<file path="src/rtl/prog_loader.sv">
// prog_loader: receives a length-prefixed, checksummed byte stream, writes the
// payload into program RAM starting at address 0, and releases the CPU from
// clear only once the checksum matches.
module prog_loader #(
    parameter int ADDR_W = 4,
    parameter int DATA_W = 8
) (
    input  logic              clk,
    input  logic              clr,
    input  logic              start,
    input  logic [DATA_W-1:0] in_data,
    input  logic              in_valid,
    output logic              in_ready,
    output logic [ADDR_W-1:0] ram_addr,
    output logic [DATA_W-1:0] ram_data,
    output logic              ram_we,
    output logic              cpu_clr,
    output logic              busy,
    output logic              done,
    output logic              err
);

    typedef enum logic [2:0] {
        S_IDLE,
        S_LEN,
        S_DATA,
        S_CSUM,
        S_RUN,
        S_ERR
    } state_t;

    // Largest legal length: the whole RAM.
    localparam int unsigned CAP = 2 ** ADDR_W;

    state_t            state_q, state_d;
    logic [ADDR_W-1:0] addr_q, addr_d;       // next payload write address
    logic [ADDR_W-1:0] len_m1_q, len_m1_d;   // N-1, so N = 2^ADDR_W fits in ADDR_W bits
    logic [DATA_W-1:0] sum_q, sum_d;         // running payload checksum
    logic              ram_we_q, ram_we_d;
    logic [ADDR_W-1:0] ram_addr_q, ram_addr_d;
    logic [DATA_W-1:0] ram_data_q, ram_data_d;
    logic              len_legal;

    // Length byte is legal when 1 <= N <= capacity.
    assign len_legal = (in_data != '0) && (32'(in_data) <= CAP);

    // Next-state, datapath updates and state-decoded outputs.
    always_comb begin
        // NOTE: every signal gets a default first so no path through the case
        // leaves one unassigned, which would otherwise infer a latch.
        state_d    = state_q;
        addr_d     = addr_q;
        len_m1_d   = len_m1_q;
        sum_d      = sum_q;
        ram_we_d   = 1'b0;
        ram_addr_d = ram_addr_q;
        ram_data_d = ram_data_q;

        in_ready = 1'b0;
        busy     = 1'b0;
        done     = 1'b0;
        err      = 1'b0;
        cpu_clr  = 1'b1;

        case (state_q)
            S_IDLE: begin
                if (start) state_d = S_LEN;
            end

            S_LEN: begin
                in_ready = 1'b1;
                busy     = 1'b1;
                addr_d   = '0;
                sum_d    = '0;
                if (in_valid) begin
                    if (len_legal) begin
                        len_m1_d = ADDR_W'(in_data - DATA_W'(1));
                        state_d  = S_DATA;
                    end else begin
                        state_d = S_ERR;
                    end
                end
            end

            S_DATA: begin
                in_ready = 1'b1;
                busy     = 1'b1;
                if (in_valid) begin
                    ram_we_d   = 1'b1;
                    ram_addr_d = addr_q;
                    ram_data_d = in_data;
                    sum_d      = sum_q + in_data;
                    // The last byte leaves the counter in place so it never wraps.
                    if (addr_q == len_m1_q) state_d = S_CSUM;
                    else                    addr_d  = addr_q + ADDR_W'(1);
                end
            end

            S_CSUM: begin
                in_ready = 1'b1;
                busy     = 1'b1;
                if (in_valid) state_d = (in_data == sum_q) ? S_RUN : S_ERR;
            end

            S_RUN: begin
                done    = 1'b1;
                cpu_clr = 1'b0;
                if (start) state_d = S_LEN;
            end

            S_ERR: begin
                err = 1'b1;
                if (start) state_d = S_LEN;
            end

            default: state_d = S_IDLE;
        endcase
    end

    // State and datapath registers; clr drops any pending write.
    always_ff @(posedge clk or posedge clr) begin
        if (clr) begin
            state_q    <= S_IDLE;
            addr_q     <= '0;
            len_m1_q   <= '0;
            sum_q      <= '0;
            ram_we_q   <= 1'b0;
            ram_addr_q <= '0;
            ram_data_q <= '0;
        end else begin
            // NOTE: non-blocking assignments so every register samples the
            // pre-edge values regardless of statement order.
            state_q    <= state_d;
            addr_q     <= addr_d;
            len_m1_q   <= len_m1_d;
            sum_q      <= sum_d;
            ram_we_q   <= ram_we_d;
            ram_addr_q <= ram_addr_d;
            ram_data_q <= ram_data_d;
        end
    end

    assign ram_we   = ram_we_q;
    assign ram_addr = ram_addr_q;
    assign ram_data = ram_data_q;

endmodule

</file>
<file path="config.mk">
export PLATFORM = sky130hd
export DESIGN_NAME = prog_loader
export DESIGN_NICKNAME = d
export VERILOG_FILES = /design/src/rtl/prog_loader.sv
export SDC_FILE = /design/constraint.sdc
export NUM_CORES = 1
export LEC_CHECK = 0
export BUFFER_PORTS_ARGS = -buffer_cell sky130_fd_sc_hd__buf_2
export CORE_ASPECT_RATIO = 1.4
export CORE_MARGIN = 1
export CORE_UTILIZATION = 40
export DETAILED_ROUTE_END_ITERATION = 8
export PLACE_DENSITY = 0.69
export SLEW_MARGIN = 25
export SYNTH_ARGS = -nofsm -noshare
export SYNTH_HDL_FRONTEND = slang
export SYNTH_SLANG_ARGS = --single-unit
</file>
<file path="constraint.sdc">
create_clock -name clk -period 2.4 [get_ports clk]
set_clock_uncertainty 0.1 [all_clocks]
set_input_delay 0.36 -clock clk [delete_from_list [all_inputs] [get_ports clk]]
set_output_delay 0.36 -clock clk [all_outputs]
set_load 0.02 [all_outputs]
</file>
==> results of run 1 <==
## cells by family after synthesis
logic type / count (synthesis)
flip-flops: 32
buffers and inverters: 19
XOR/XNOR: 13
adder cells (fa/ha/maj): 11
AO/OA/AOI/OAI: 42
AND/OR/NAND/NOR: 96
## per-layer routing
metal / GRT usage [%] / vias to the layer above / part of all wire, %
met2: 30.51 / 38 / 53
met5: 0 / - / 0
met4: 8.245 / 0 / 1.7
li1: - / 787 / -
met3: 3.894 / 5 / 2.9
met1: 21.18 / 752 / 42
## registers in the layout (all words and copies together) (netlist names)
name and cells:
ram_data 8, sum_q 8, addr_q 4, len_m1_q 4
ram_addr 4, state_q 3, ram_we 1
## worst max-delay path, cell delays in order, from the launching register on
cell and delay (ns):
dfrtp_1 0.42, ha_1 0.32, a211oi_1 0.29, nor3_1 0.14, or4_1 0.51, nand4_1 0.10, o32ai_1 0.07
## cells in the mapped netlist, types with 2 or more instances
cell      instances
nand3_1          10
o211ai_1          4
o21bai_1          2
nor3b_1           2
nor4b_1           2
nand4b_1          2
o21ai_0          10
dfrtp_1          32
nor3_1            4
or4_1             2
xnor2_1          10
nand2_1          51
inv_1             6
buf_2             6
ha_1             10
clkbuf_1          3
buf_4             2
nand4_1           3
xor2_1            3
nor2_1            8
o21ai_1          11
a21oi_1           4
nand2b_1          5
a21o_1            2
a211oi_1          2
## power by group through the flow
stage	combinational, mW	sequential, mW	clock, mW
2_1_floorplan	0.438	0.774	0
3_3_place_gp	0.656	0.736	0
3_5_place_dp	0.668	0.738	0
4_1_cts	0.671	0.727	0.401
5_1_grt	0.744	0.738	0.426
6_report	0.664	0.726	0.388
## placed cells by master (no fill, tap or decap), types with 2 or more instances in the layout
master	instances
nor3b_1	2
buf_2	29
a21oi_1	4
o21ai_1	11
nor4b_1	2
nand2b_1	5
inv_1	6
nand4b_1	2
nand3_1	10
nor3_1	4
o21bai_1	2
or4_1	2
ha_1	10
o21ai_0	10
o211ai_1	4
nor2_1	8
a21o_1	2
dfrtp_1	32
nand2_1	51
buf_4	4
a211oi_1	2
xor2_1	3
clkbuf_8	5
xnor2_1	10
nand4_1	3
## stage by stage
stage | cell area [µm²] | setup WS [ns] | utilization [%]
final | 2152 | 0.3422 | 47.45
after global routing | 2152 | 0.1983 | 47.45
after CTS | 2152 | 0.3321 | 47.45
after detailed placement | 2074 | 0.2353 | 45.74
after global placement | 2074 | 0.2714 | 45.74
after floorplan | 1882 | 0.4626 | -
## path summary, 6_finish.rpt
check,start,to
worst min register to register,ram_data[4]$_DFFE_PP0P_,ram_data[4]$_DFFE_PP0P_
worst min-delay path,clr,ram_we$_DFF_PP0_
min in group clk,in_data[5],ram_data[5]$_DFFE_PP0P_
max in group asynchronous,clr,len_m1_q[3]$_DFFE_PP0P_
worst max register to register,sum_q[1]$_DFFE_PP0P_,sum_q[7]$_DFFE_PP0P_
worst max-delay path,sum_q[1]$_DFFE_PP0P_,sum_q[7]$_DFFE_PP0P_
## area by class of cell
type                       count  area (µm²)
fill                         461        2384
timing repair buffer          33       175.2
sequential                    32       800.8
multi-input combinational    162       994.7
clock buffer                   6       72.57
clock inverter                 1       5.005
inverter                       7       26.28
tap                           62       77.57
==> tab_implementation.tex, run 1 <==
\begin{tabular}{lr}
\hline
Metric & Value \\
\hline
\multicolumn{2}{l}{\textbf{Run status}} \\
\quad Status & finished clean \\
\multicolumn{2}{l}{\textbf{Synth}} \\
\quad Number of warning messages in the yosys log & 0 \\
\quad Proportion of synthesized chip area in sequential cells & 42.55\% \\
\quad Synthesized netlist cell count & 213 \\
\quad Number of nets in the synthesized netlist & 236 \\
\quad Post-Syn Area per Cell & 8.835 µm² \\
\quad Top cell type by total area after synthesis & dfrtp\_1 \\
\quad Combinational family with the most area after synthesis & simple AND/OR/NAND/NOR gates \\
\quad Count of flip-flops with a built-in enable after synthesis & 0 \\
\quad Number of register bits inferred by synthesis & 32 \\
\quad Cell variety after synth & 42 \\
\quad Ys flop type & dfrtp\_1 \\
\quad Synthesized-area fraction occupied by ao, oa, aoi and oai cells & 14.43\% \\
\quad Post-synthesis async set-or-reset flop share & 100.0\% \\
\quad Adder-cell area share of the yosys netlist & 7.713\% \\
\quad Mux cell area share after synthesis & 0\% \\
\quad Top post-synthesis cells by area & dfrtp\_1 (43\%), nand2\_1 (10\%), ha\_1 (6.6\%) \\
\quad Post-synth top area share & 42.55\% \\
\quad Basic-gate share of the synthesized area counting and, or, nand and nor cells & 24.67\% \\
\quad XOR/XNOR share of the synthesized area & 6.051\% \\
\quad Summed instance area of the synthesized netlist & 1882 µm² \\
\multicolumn{2}{l}{\textbf{Setup path}} \\
\quad Category of the worst setup path launch point & flip-flop \\
\quad Crit path max fanout & 3 \\
\quad Worst EP required & 2.46 ns \\
\quad Critical path data arrival time & 2.12 ns \\
\quad Worst Reg-to-Reg Cells & 6 \\
\quad Nature of the critical path endpoint & flip-flop \\
\quad Worst setup slack for register-to-register paths & 0.34 ns \\
\quad Critical path class & flip-flop to flip-flop \\
\multicolumn{2}{l}{\textbf{Floorplan}} \\
\quad Overall die width & 59.97 µm \\
\quad Area inside the core boundary & 4536 µm² \\
\quad Total die area & 4987 µm² \\
\quad Num ports & 30 \\
\quad Die outline height & 83.16 µm \\
\quad Num rows & 29 \\
\quad Initial standard-cell utilization of the core & 41.49\% \\
\multicolumn{2}{l}{\textbf{STA}} \\
\quad Highest Clock Rate & 486.0 MHz \\
\quad Period minus WS final & 2.058 ns \\
\quad Hold Worst Slack & 0.05544 ns \\
\quad Final-report setup violation count & 0 \\
\quad Worst-margin pin slew & 0.5462 ns \\
\quad Fin Setup TNS & 0 ns \\
\quad Final count of hold timing violations & 0 \\
\quad Relative max-transition margin & 63.36\% \\
\quad Final-report max-slew violation count & 0 \\
\quad Fraction of the cycle the final worst path needs & 85.74\% \\
\quad Setup repair after global routing missed its margin & false \\
\multicolumn{2}{l}{\textbf{Clocking}} \\
\quad Number of sinks driven by the clock tree & 32 \\
\quad PostCTS Resize Cnt & 0 \\
\quad Number of levels the H-tree was split into & 2 \\
\quad TritonCTS clock tree & built \\
\quad Buffer cell driving the clock tree root & clkbuf\_8 \\
\quad Hold-fix buffer count after cts & 0 \\
\quad Number of buffers inserted during clock tree synthesis & 5 \\
\quad Clock latency on the worst-skew pair & 0.28 ns \\
\quad Clock Pin Slew Worst Setup and Hold Paths & 0.06 ns \\
\quad Deepest clock path buffer count & 2 \\
\quad Post-CTS Setup Repair Bufs & 0 \\
\multicolumn{2}{l}{\textbf{Placed design}} \\
\quad Buffers on Ports & 29 \\
\quad Routability-driven placement congestion ratio & 0.8448 \\
\quad Detailed placer's ending HPWL & 2946 µm \\
\quad Number of instances in the placed design & 296 \\
\multicolumn{2}{l}{\textbf{Drt}} \\
\quad Residual DRC count & 0 \\
\quad Average routed wire per standard cell & 13.22 µm \\
\quad Violation count after the first detailed-routing iteration & 124 \\
\quad Via Count & 1,582 \\
\quad Number of detailed-route iterations in the first pass & 4 \\
\quad Detail-routed via count per cell & 5.221 \\
\quad Total Wirelength & 4005 µm \\
\quad Antenna viol nets, final & 0 \\
\multicolumn{2}{l}{\textbf{Cells and area}} \\
\quad Share of layout cells above drive strength 1 & 17.84\% \\
\quad Number of non-filler instances in the completed layout & 303 \\
\quad Area added between synthesis and finish & 14.36\% \\
\quad Number of inserted diodes & 0 \\
\quad Final-stage net count & 264 \\
\multicolumn{2}{l}{\textbf{Power}} \\
\quad Peak supply drop & 0.3198 mV \\
\quad Power spent charging and discharging nets & 699.0 µW \\
\quad Switching portion of total power & 39.32\% \\
\quad Leakage power figure & 1.088 nW \\
\quad Combinational share of power & 37.4\% \\
\quad Cell internal power dissipation & 1.079 mW \\
\quad Pwr Total & 1.778 mW \\
\quad Clock power frac & 21.8\% \\
\quad Pwr per Cell Area & 826.1 nW/µm² \\
\quad Power share of the sequential group & 40.8\% \\
\multicolumn{2}{l}{\textbf{Worst hold path}} \\
\quad Worst hold path type & input port to asynchronous set/reset pin \\
\multicolumn{2}{l}{\textbf{Run}} \\
\quad Max-capacitance violation count & 0 \\
\multicolumn{2}{l}{\textbf{Global route}} \\
\quad GRT Util Overall & 18.12\% \\
\quad Maximum number of pins on one net before global-route repair & 33 \\
\quad Antenna violations before repair & 0 \\
\quad Number of global-route vias before repair & 1,518 \\
\quad Grt ovf & 0 \\
\quad Wire length of the first global-routing pass & 6831 µm \\
\hline
\end{tabular}
Note: power is estimated with default switching activity, not from simulation.
==> run 2, diff against run 1 <==
- clock period: 2.4 -> 2.11 ns (I/O delays scaled with it)
==> run 2 against run 1 <==
- die area is the same
- hold slack lost 0.051 ns
- largest cell class unchanged
- sequential share of layout area shrank 1.6 points
- critical path depth is the same
- fmax grew 1.2%
- cell count grew 3.6%
- non-clock buffer count grew 10
- combinational power grew 21%
- setup slack lost 0.27 ns
- wire length grew 5.1%
- largest power group unchanged
- clock power grew 24%
==> tab_implementation.tex, run 2 (synthesized netlist as in run 1, its figures left out) <==
\begin{tabular}{lr}
\hline
Metric & Value \\
\hline
\multicolumn{2}{l}{\textbf{Clocking}} \\
\quad Clock latency on the worst-skew pair & 0.28 ns \\
\quad TritonCTS clock tree & built \\
\quad Number of buffers inserted during clock tree synthesis & 5 \\
\quad Deepest clock path buffer count & 2 \\
\quad Buffer cell driving the clock tree root & clkbuf\_8 \\
\quad Number of sinks driven by the clock tree & 32 \\
\quad Hold-fix buffer count after cts & 0 \\
\quad Clock Pin Slew Worst Setup and Hold Paths & 0.07 ns \\
\quad Number of levels the H-tree was split into & 2 \\
\multicolumn{2}{l}{\textbf{Cells and area}} \\
\quad Footprint of the multi-input gates & 1005 µm² \\
\quad Most used cells in the layout excluding fill and tap cells & nand2\_1 (51), dfrtp\_1 (32), buf\_2 (29), buf\_4 (14), o21ai\_1 (11) \\
\quad Area used by sequential logic in the layout & 800.8 µm² \\
\quad End-of-flow core utilization & 49.60\% \\
\quad Area added between synthesis and finish & 19.55\% \\
\quad Number of inserted diodes & 0 \\
\quad Most common cell after layout, fill and taps aside & nand2\_1 \\
\quad Final-stage net count & 274 \\
\quad Share of layout cells above drive strength 1 & 21.83\% \\
\quad Number of filler instances in the final layout & 445 \\
\multicolumn{2}{l}{\textbf{Drt}} \\
\quad Antenna viol nets, final & 0 \\
\quad Violation count after the first detailed-routing iteration & 73 \\
\quad Detail-routed via count per cell & 5.115 \\
\quad Average routed wire per standard cell & 13.41 µm \\
\quad Via Count & 1,606 \\
\quad Number of detailed-route iterations in the first pass & 4 \\
\quad Total Wirelength & 4211 µm \\
\quad Residual DRC count & 0 \\
\multicolumn{2}{l}{\textbf{Setup path}} \\
\quad Critical path data arrival time & 2.10 ns \\
\quad Worst EP required & 2.17 ns \\
\quad Critical path class & flip-flop to flip-flop \\
\quad Crit path max fanout & 3 \\
\quad Cells along the critical path & ha\_1 -> a211oi\_2 -> nor3\_2 -> or4\_1 -> nand4\_1 -> o32ai\_1 \\
\quad CP max stage cell & or4\_1 \\
\quad Category of the worst setup path launch point & flip-flop \\
\quad Combined buffer and inverter count along the critical path & 0 \\
\quad Largest delay contributor family on the critical path & simple AND/OR/NAND/NOR gates \\
\quad Critical Path Max Stage Delay & 0.50 ns \\
\quad Nature of the critical path endpoint & flip-flop \\
\multicolumn{2}{l}{\textbf{Placed design}} \\
\quad Detailed placer's ending HPWL & 3143 µm \\
\quad Buffers on Ports & 29 \\
\quad Routability-driven placement congestion ratio & 0.8825 \\
\multicolumn{2}{l}{\textbf{Power}} \\
\quad Pwr per Cell Area & 933.5 nW/µm² \\
\quad Peak supply drop & 0.3457 mV \\
\quad Leakage power figure & 1.141 nW \\
\multicolumn{2}{l}{\textbf{Floorplan}} \\
\quad Initial standard-cell utilization of the core & 41.49\% \\
\quad Overall die width & 59.97 µm \\
\quad Num rows & 29 \\
\quad Area inside the core boundary & 4536 µm² \\
\quad Die outline height & 83.16 µm \\
\quad Num ports & 30 \\
\quad Total die area & 4987 µm² \\
\multicolumn{2}{l}{\textbf{STA}} \\
\quad Highest Clock Rate & 491.6 MHz \\
\quad Period minus WS final & 2.034 ns \\
\quad Final-report max-slew violation count & 0 \\
\quad Fin Setup TNS & 0 ns \\
\quad Final-report setup violation count & 0 \\
\quad Fraction of the cycle the final worst path needs & 96.42\% \\
\quad Relative max-transition margin & 72.16\% \\
\quad Final count of hold timing violations & 0 \\
\quad Worst-margin pin slew & 0.4175 ns \\
\multicolumn{2}{l}{\textbf{Global route}} \\
\quad GRT Util Overall & 18.71\% \\
\quad Wire length of the first global-routing pass & 6982 µm \\
\quad Grt ovf & 0 \\
\quad Maximum number of pins on one net before global-route repair & 33 \\
\quad Number of global-route vias before repair & 1,524 \\
\quad Antenna violations before repair & 0 \\
\multicolumn{2}{l}{\textbf{Run status}} \\
\quad Status & finished clean \\
\multicolumn{2}{l}{\textbf{Run}} \\
\quad Max-capacitance violation count & 0 \\
\multicolumn{2}{l}{\textbf{Worst hold path}} \\
\quad Worst hold path type & input port to asynchronous set/reset pin \\
\hline
\end{tabular}
run 2: changes by cell type in the layout (fill, tap and decap cells not counted):
cell / change
nor3_1: -1
clkbuf_1: +1
clkbuf_8: +1
nor3_2: +1
a211oi_2: +1
clkinv_2: -1
a211oi_1: -1
buf_4: +10
run 2: worst min-delay path: cells and delay by family:
family                 cells  cell delay [ns]
buffers and inverters      3             0.49
run 2: final timing paths:
| kind | from | end | slack (ns) | cells past startpoint |
|---|---|---|---|---|
| setup / recovery | sum_q[1]$_DFFE_PP0P_ | sum_q[7]$_DFFE_PP0P_ | 0.08 | 6 |
| hold / removal | clr | ram_data[5]$_DFFE_PP0P_ | 0.005 | 3 |
| setup reg to reg | sum_q[1]$_DFFE_PP0P_ | sum_q[7]$_DFFE_PP0P_ | 0.08 | 6 |
| hold reg to reg | ram_data[4]$_DFFE_PP0P_ | ram_data[4]$_DFFE_PP0P_ | 0.37 | 2 |
| max in group asynchronous | clr | len_m1_q[2]$_DFFE_PP0P_ | 1.59 | 3 |
| min in group clk | in_data[5] | ram_data[5]$_DFFE_PP0P_ | 0.16 | 3 |
run 2: layer usage:
metal  global-route usage [%]  share of wire [%]  vias to the layer above  wire [µm]
li1                         -                  -                      810          -
met1                    21.36                 42                      761       1777
met2                    31.72                 54                       30       2263
met3                    3.894                2.0                        5         83
met4                    9.302                2.1                        0         87
met5                        0                  0                        -          0
run 2: per-stage QoR:
stage / hold WS, ns / worst slack (ns) / total power [mW] / instances / cell area (µm²)
finish: 0.004767 / 0.07563 / 2.100 / 314 / 2250
global route: 0.04285 / -0.05386 / 2.245 / 314 / 2250
CTS: 0.02091 / 0.06446 / 2.116 / 313 / 2232
global placement: 0.3237 / 0.06754 / 1.614 / 305 / 2142
floorplan: 0.3219 / 0.1726 / 1.378 / 213 / 1882
detailed placement: 0.3258 / 0.03254 / 1.629 / 305 / 2142
run 2: power breakdown:
part	total, mW	switching (mW)	internal, mW	leakage (nW)
Sequential	0.814	0.0825	0.732	0.436
Combinational	0.803	0.508	0.295	0.659
Clock	0.483	0.217	0.266	0.0455
run 2: final cells by class:
| cell class | instances | area share, % |
|---|---|---|
| clock buffer | 8 | 4.004 |
| inverter | 7 | 1.168 |
| multi-input combinational | 162 | 44.66 |
| sequential | 32 | 35.60 |
| tap | 62 | 3.448 |
| timing repair buffer | 43 | 11.12 |
run 2: timing repair:
| item | 4_1_cts | 5_1_grt |
|---|---|---|
| gates resized for setup | 0 | 2 |
| setup endpoints to repair | 0 | 1 |
| buffers inserted | 0 | 1 |
==> run 3, diff against run 2 <==
- ABC_CLOCK_PERIOD_IN_PS: unset -> 2110
- PLACE_DENSITY: 0.69 -> unset
- PLACE_DENSITY_LB_ADDON: unset -> 0.25
==> run 3 against run 2 <==
- via count is 2.9% higher
- non-clock buffer count stayed put
- total power is essentially flat
- largest cell class unchanged
- sequential cell count did not move
- setup slack improved by 0.049 ns
- combinational power hardly changed
- register-to-register slack improved by 0.05 ns
- critical path depth is the same
- sequential power fell by 0.5%
==> tab_implementation.tex, run 3 (synthesized netlist as in run 1, its figures left out) <==
\begin{tabular}{lr}
\hline
Metric & Value \\
\hline
\multicolumn{2}{l}{\textbf{Drt}} \\
\quad Via Count & 1,652 \\
\quad Residual DRC count & 0 \\
\quad Antenna viol nets, final & 0 \\
\quad Violation count after the first detailed-routing iteration & 42 \\
\quad Number of detailed-route iterations in the first pass & 4 \\
\quad Total Wirelength & 4181 µm \\
\quad Average routed wire per standard cell & 13.32 µm \\
\quad Detail-routed via count per cell & 5.261 \\
\multicolumn{2}{l}{\textbf{Placed design}} \\
\quad Placement-stage cell area & 2150 µm² \\
\quad Buffers on Ports & 29 \\
\quad Routability-driven placement congestion ratio & 0.8223 \\
\quad DP Worst Slack & 0.03345 ns \\
\quad Detailed placer's ending HPWL & 3126 µm \\
\multicolumn{2}{l}{\textbf{STA}} \\
\quad Worst-margin pin slew & 0.4569 ns \\
\quad Final-report max-slew violation count & 0 \\
\quad Period minus WS final & 1.985 ns \\
\quad Worst-case setup margin in the final layout & 0.1246 ns \\
\quad Setup repair after global routing missed its margin & false \\
\quad Final-report setup violation count & 0 \\
\quad Relative max-transition margin & 69.31\% \\
\quad Fraction of the cycle the final worst path needs & 94.10\% \\
\quad Final count of hold timing violations & 0 \\
\quad Fin Setup TNS & 0 ns \\
\quad Highest Clock Rate & 503.7 MHz \\
\multicolumn{2}{l}{\textbf{Clocking}} \\
\quad Buffer cell driving the clock tree root & clkbuf\_8 \\
\quad TritonCTS clock tree & built \\
\quad PostCTS Resize Cnt & 0 \\
\quad Post-CTS Setup Repair Bufs & 0 \\
\quad Clock Pin Slew Worst Setup and Hold Paths & 0.07 ns \\
\quad Hold-fix buffer count after cts & 0 \\
\quad Number of buffers inserted during clock tree synthesis & 5 \\
\quad Clock latency on the worst-skew pair & 0.28 ns \\
\quad Number of levels the H-tree was split into & 2 \\
\quad Deepest clock path buffer count & 2 \\
\quad Number of sinks driven by the clock tree & 32 \\
\multicolumn{2}{l}{\textbf{Run}} \\
\quad Max-capacitance violation count & 0 \\
\multicolumn{2}{l}{\textbf{Global route}} \\
\quad Grt ovf & 0 \\
\quad Maximum number of pins on one net before global-route repair & 33 \\
\quad Wire length of the first global-routing pass & 7127 µm \\
\quad Number of global-route vias before repair & 1,573 \\
\quad GRT Util Overall & 18.92\% \\
\quad Antenna violations before repair & 0 \\
\multicolumn{2}{l}{\textbf{Cells and area}} \\
\quad End-of-flow core utilization & 49.57\% \\
\quad Area of all placed cells without fillers & 2248 µm² \\
\quad Final-stage net count & 274 \\
\quad Share of layout cells above drive strength 1 & 21.83\% \\
\quad Number of inserted diodes & 0 \\
\quad Most used cells in the layout excluding fill and tap cells & nand2\_1 (51), dfrtp\_1 (32), buf\_2 (29), buf\_4 (14), o21ai\_1 (11) \\
\quad Number of filler instances in the final layout & 466 \\
\quad Footprint of the multi-input gates & 1003 µm² \\
\quad Area added between synthesis and finish & 19.48\% \\
\quad Most common cell after layout, fill and taps aside & nand2\_1 \\
\quad Area used by sequential logic in the layout & 800.8 µm² \\
\multicolumn{2}{l}{\textbf{Run status}} \\
\quad Status & finished clean \\
\multicolumn{2}{l}{\textbf{Setup path}} \\
\quad Critical path data arrival time & 2.05 ns \\
\quad Nature of the critical path endpoint & flip-flop \\
\quad Launching point of the worst reg2reg path & sum\_q[1]\$\_DFFE\_PP0P\_ \\
\quad Worst EP required & 2.17 ns \\
\quad Category of the worst setup path launch point & flip-flop \\
\quad Worst Reg-to-Reg Cells & 6 \\
\quad RR Endpoint & sum\_q[7]\$\_DFFE\_PP0P\_ \\
\quad Critical path class & flip-flop to flip-flop \\
\quad Worst setup slack for register-to-register paths & 0.12 ns \\
\quad Crit path max fanout & 3 \\
\multicolumn{2}{l}{\textbf{Floorplan}} \\
\quad Overall die width & 59.97 µm \\
\quad Area inside the core boundary & 4536 µm² \\
\quad Total die area & 4987 µm² \\
\quad Num ports & 30 \\
\quad Num rows & 29 \\
\quad Die outline height & 83.16 µm \\
\quad Initial standard-cell utilization of the core & 41.49\% \\
\multicolumn{2}{l}{\textbf{Worst hold path}} \\
\quad Worst hold path type & input port to asynchronous set/reset pin \\
\multicolumn{2}{l}{\textbf{Power}} \\
\quad Peak supply drop & 0.3259 mV \\
\quad Pwr per Cell Area & 934.6 nW/µm² \\
\quad Leakage power figure & 1.142 nW \\
\hline
\end{tabular}
-- run 3: per-layer routing --
metal	wire (µm)	global-route usage, %	part of all wire (%)	up-vias
li1	-	-	-	807
met1	1838	23.55	44	807
met2	2090	30.40	50	29
met3	109	3.738	2.6	9
met4	142	9.091	3.4	0
met5	0	0	0	-
-- run 3: power breakdown --
part | total, mW | internal, mW | switching [mW] | leakage [nW]
Clock | 0.492 | 0.266 | 0.226 | 0.0455
Combinational | 0.800 | 0.295 | 0.505 | 0.660
Sequential | 0.810 | 0.731 | 0.0783 | 0.436
Total | 2.10 | 1.29 | 0.809 | 1.14
-- run 3: worst max path at each step --
stage | start | endpoint | slack (ns)
after floorplan | sum_q[1]$_DFFE_PP0P_ | sum_q[7]$_DFFE_PP0P_ | 0.17
after global routing | sum_q[1]$_DFFE_PP0P_ | sum_q[7]$_DFFE_PP0P_ | 0.01
after CTS | sum_q[1]$_DFFE_PP0P_ | sum_q[7]$_DFFE_PP0P_ | 0.06
after detailed placement | in_data[0] | sum_q[6]$_DFFE_PP0P_ | 0.03
final | sum_q[1]$_DFFE_PP0P_ | sum_q[7]$_DFFE_PP0P_ | 0.12
after global placement | in_data[1] | sum_q[7]$_DFFE_PP0P_ | 0.07
-- run 3: final cells by class --
class / count / share of cell area, %
Multi-Input combinational cell: 162 / 44.63
Timing Repair Buffer: 43 / 11.13
Sequential cell: 32 / 35.61
Inverter: 7 / 1.169
Tap cell: 62 / 3.450
Clock buffer: 8 / 4.007
-- run 3: stage by stage --
stage               std cells  hold slack [ns]  total power [mW]
CTS                       314          0.02768             2.120
global placement          306           0.3262             1.616
detailed placement        306           0.3321             1.625
finish                    314          0.01161             2.101
floorplan                 213           0.3219             1.378
global route              314          0.04503             2.240
-- run 3: worst max-delay path, cell delays in order, from the launching register on --
cell,delay [ns]
dfrtp_1,0.41
ha_1,0.32
a211oi_2,0.23
nor3_1,0.11
or4_1,0.51
nand4_1,0.11
o32ai_1,0.07
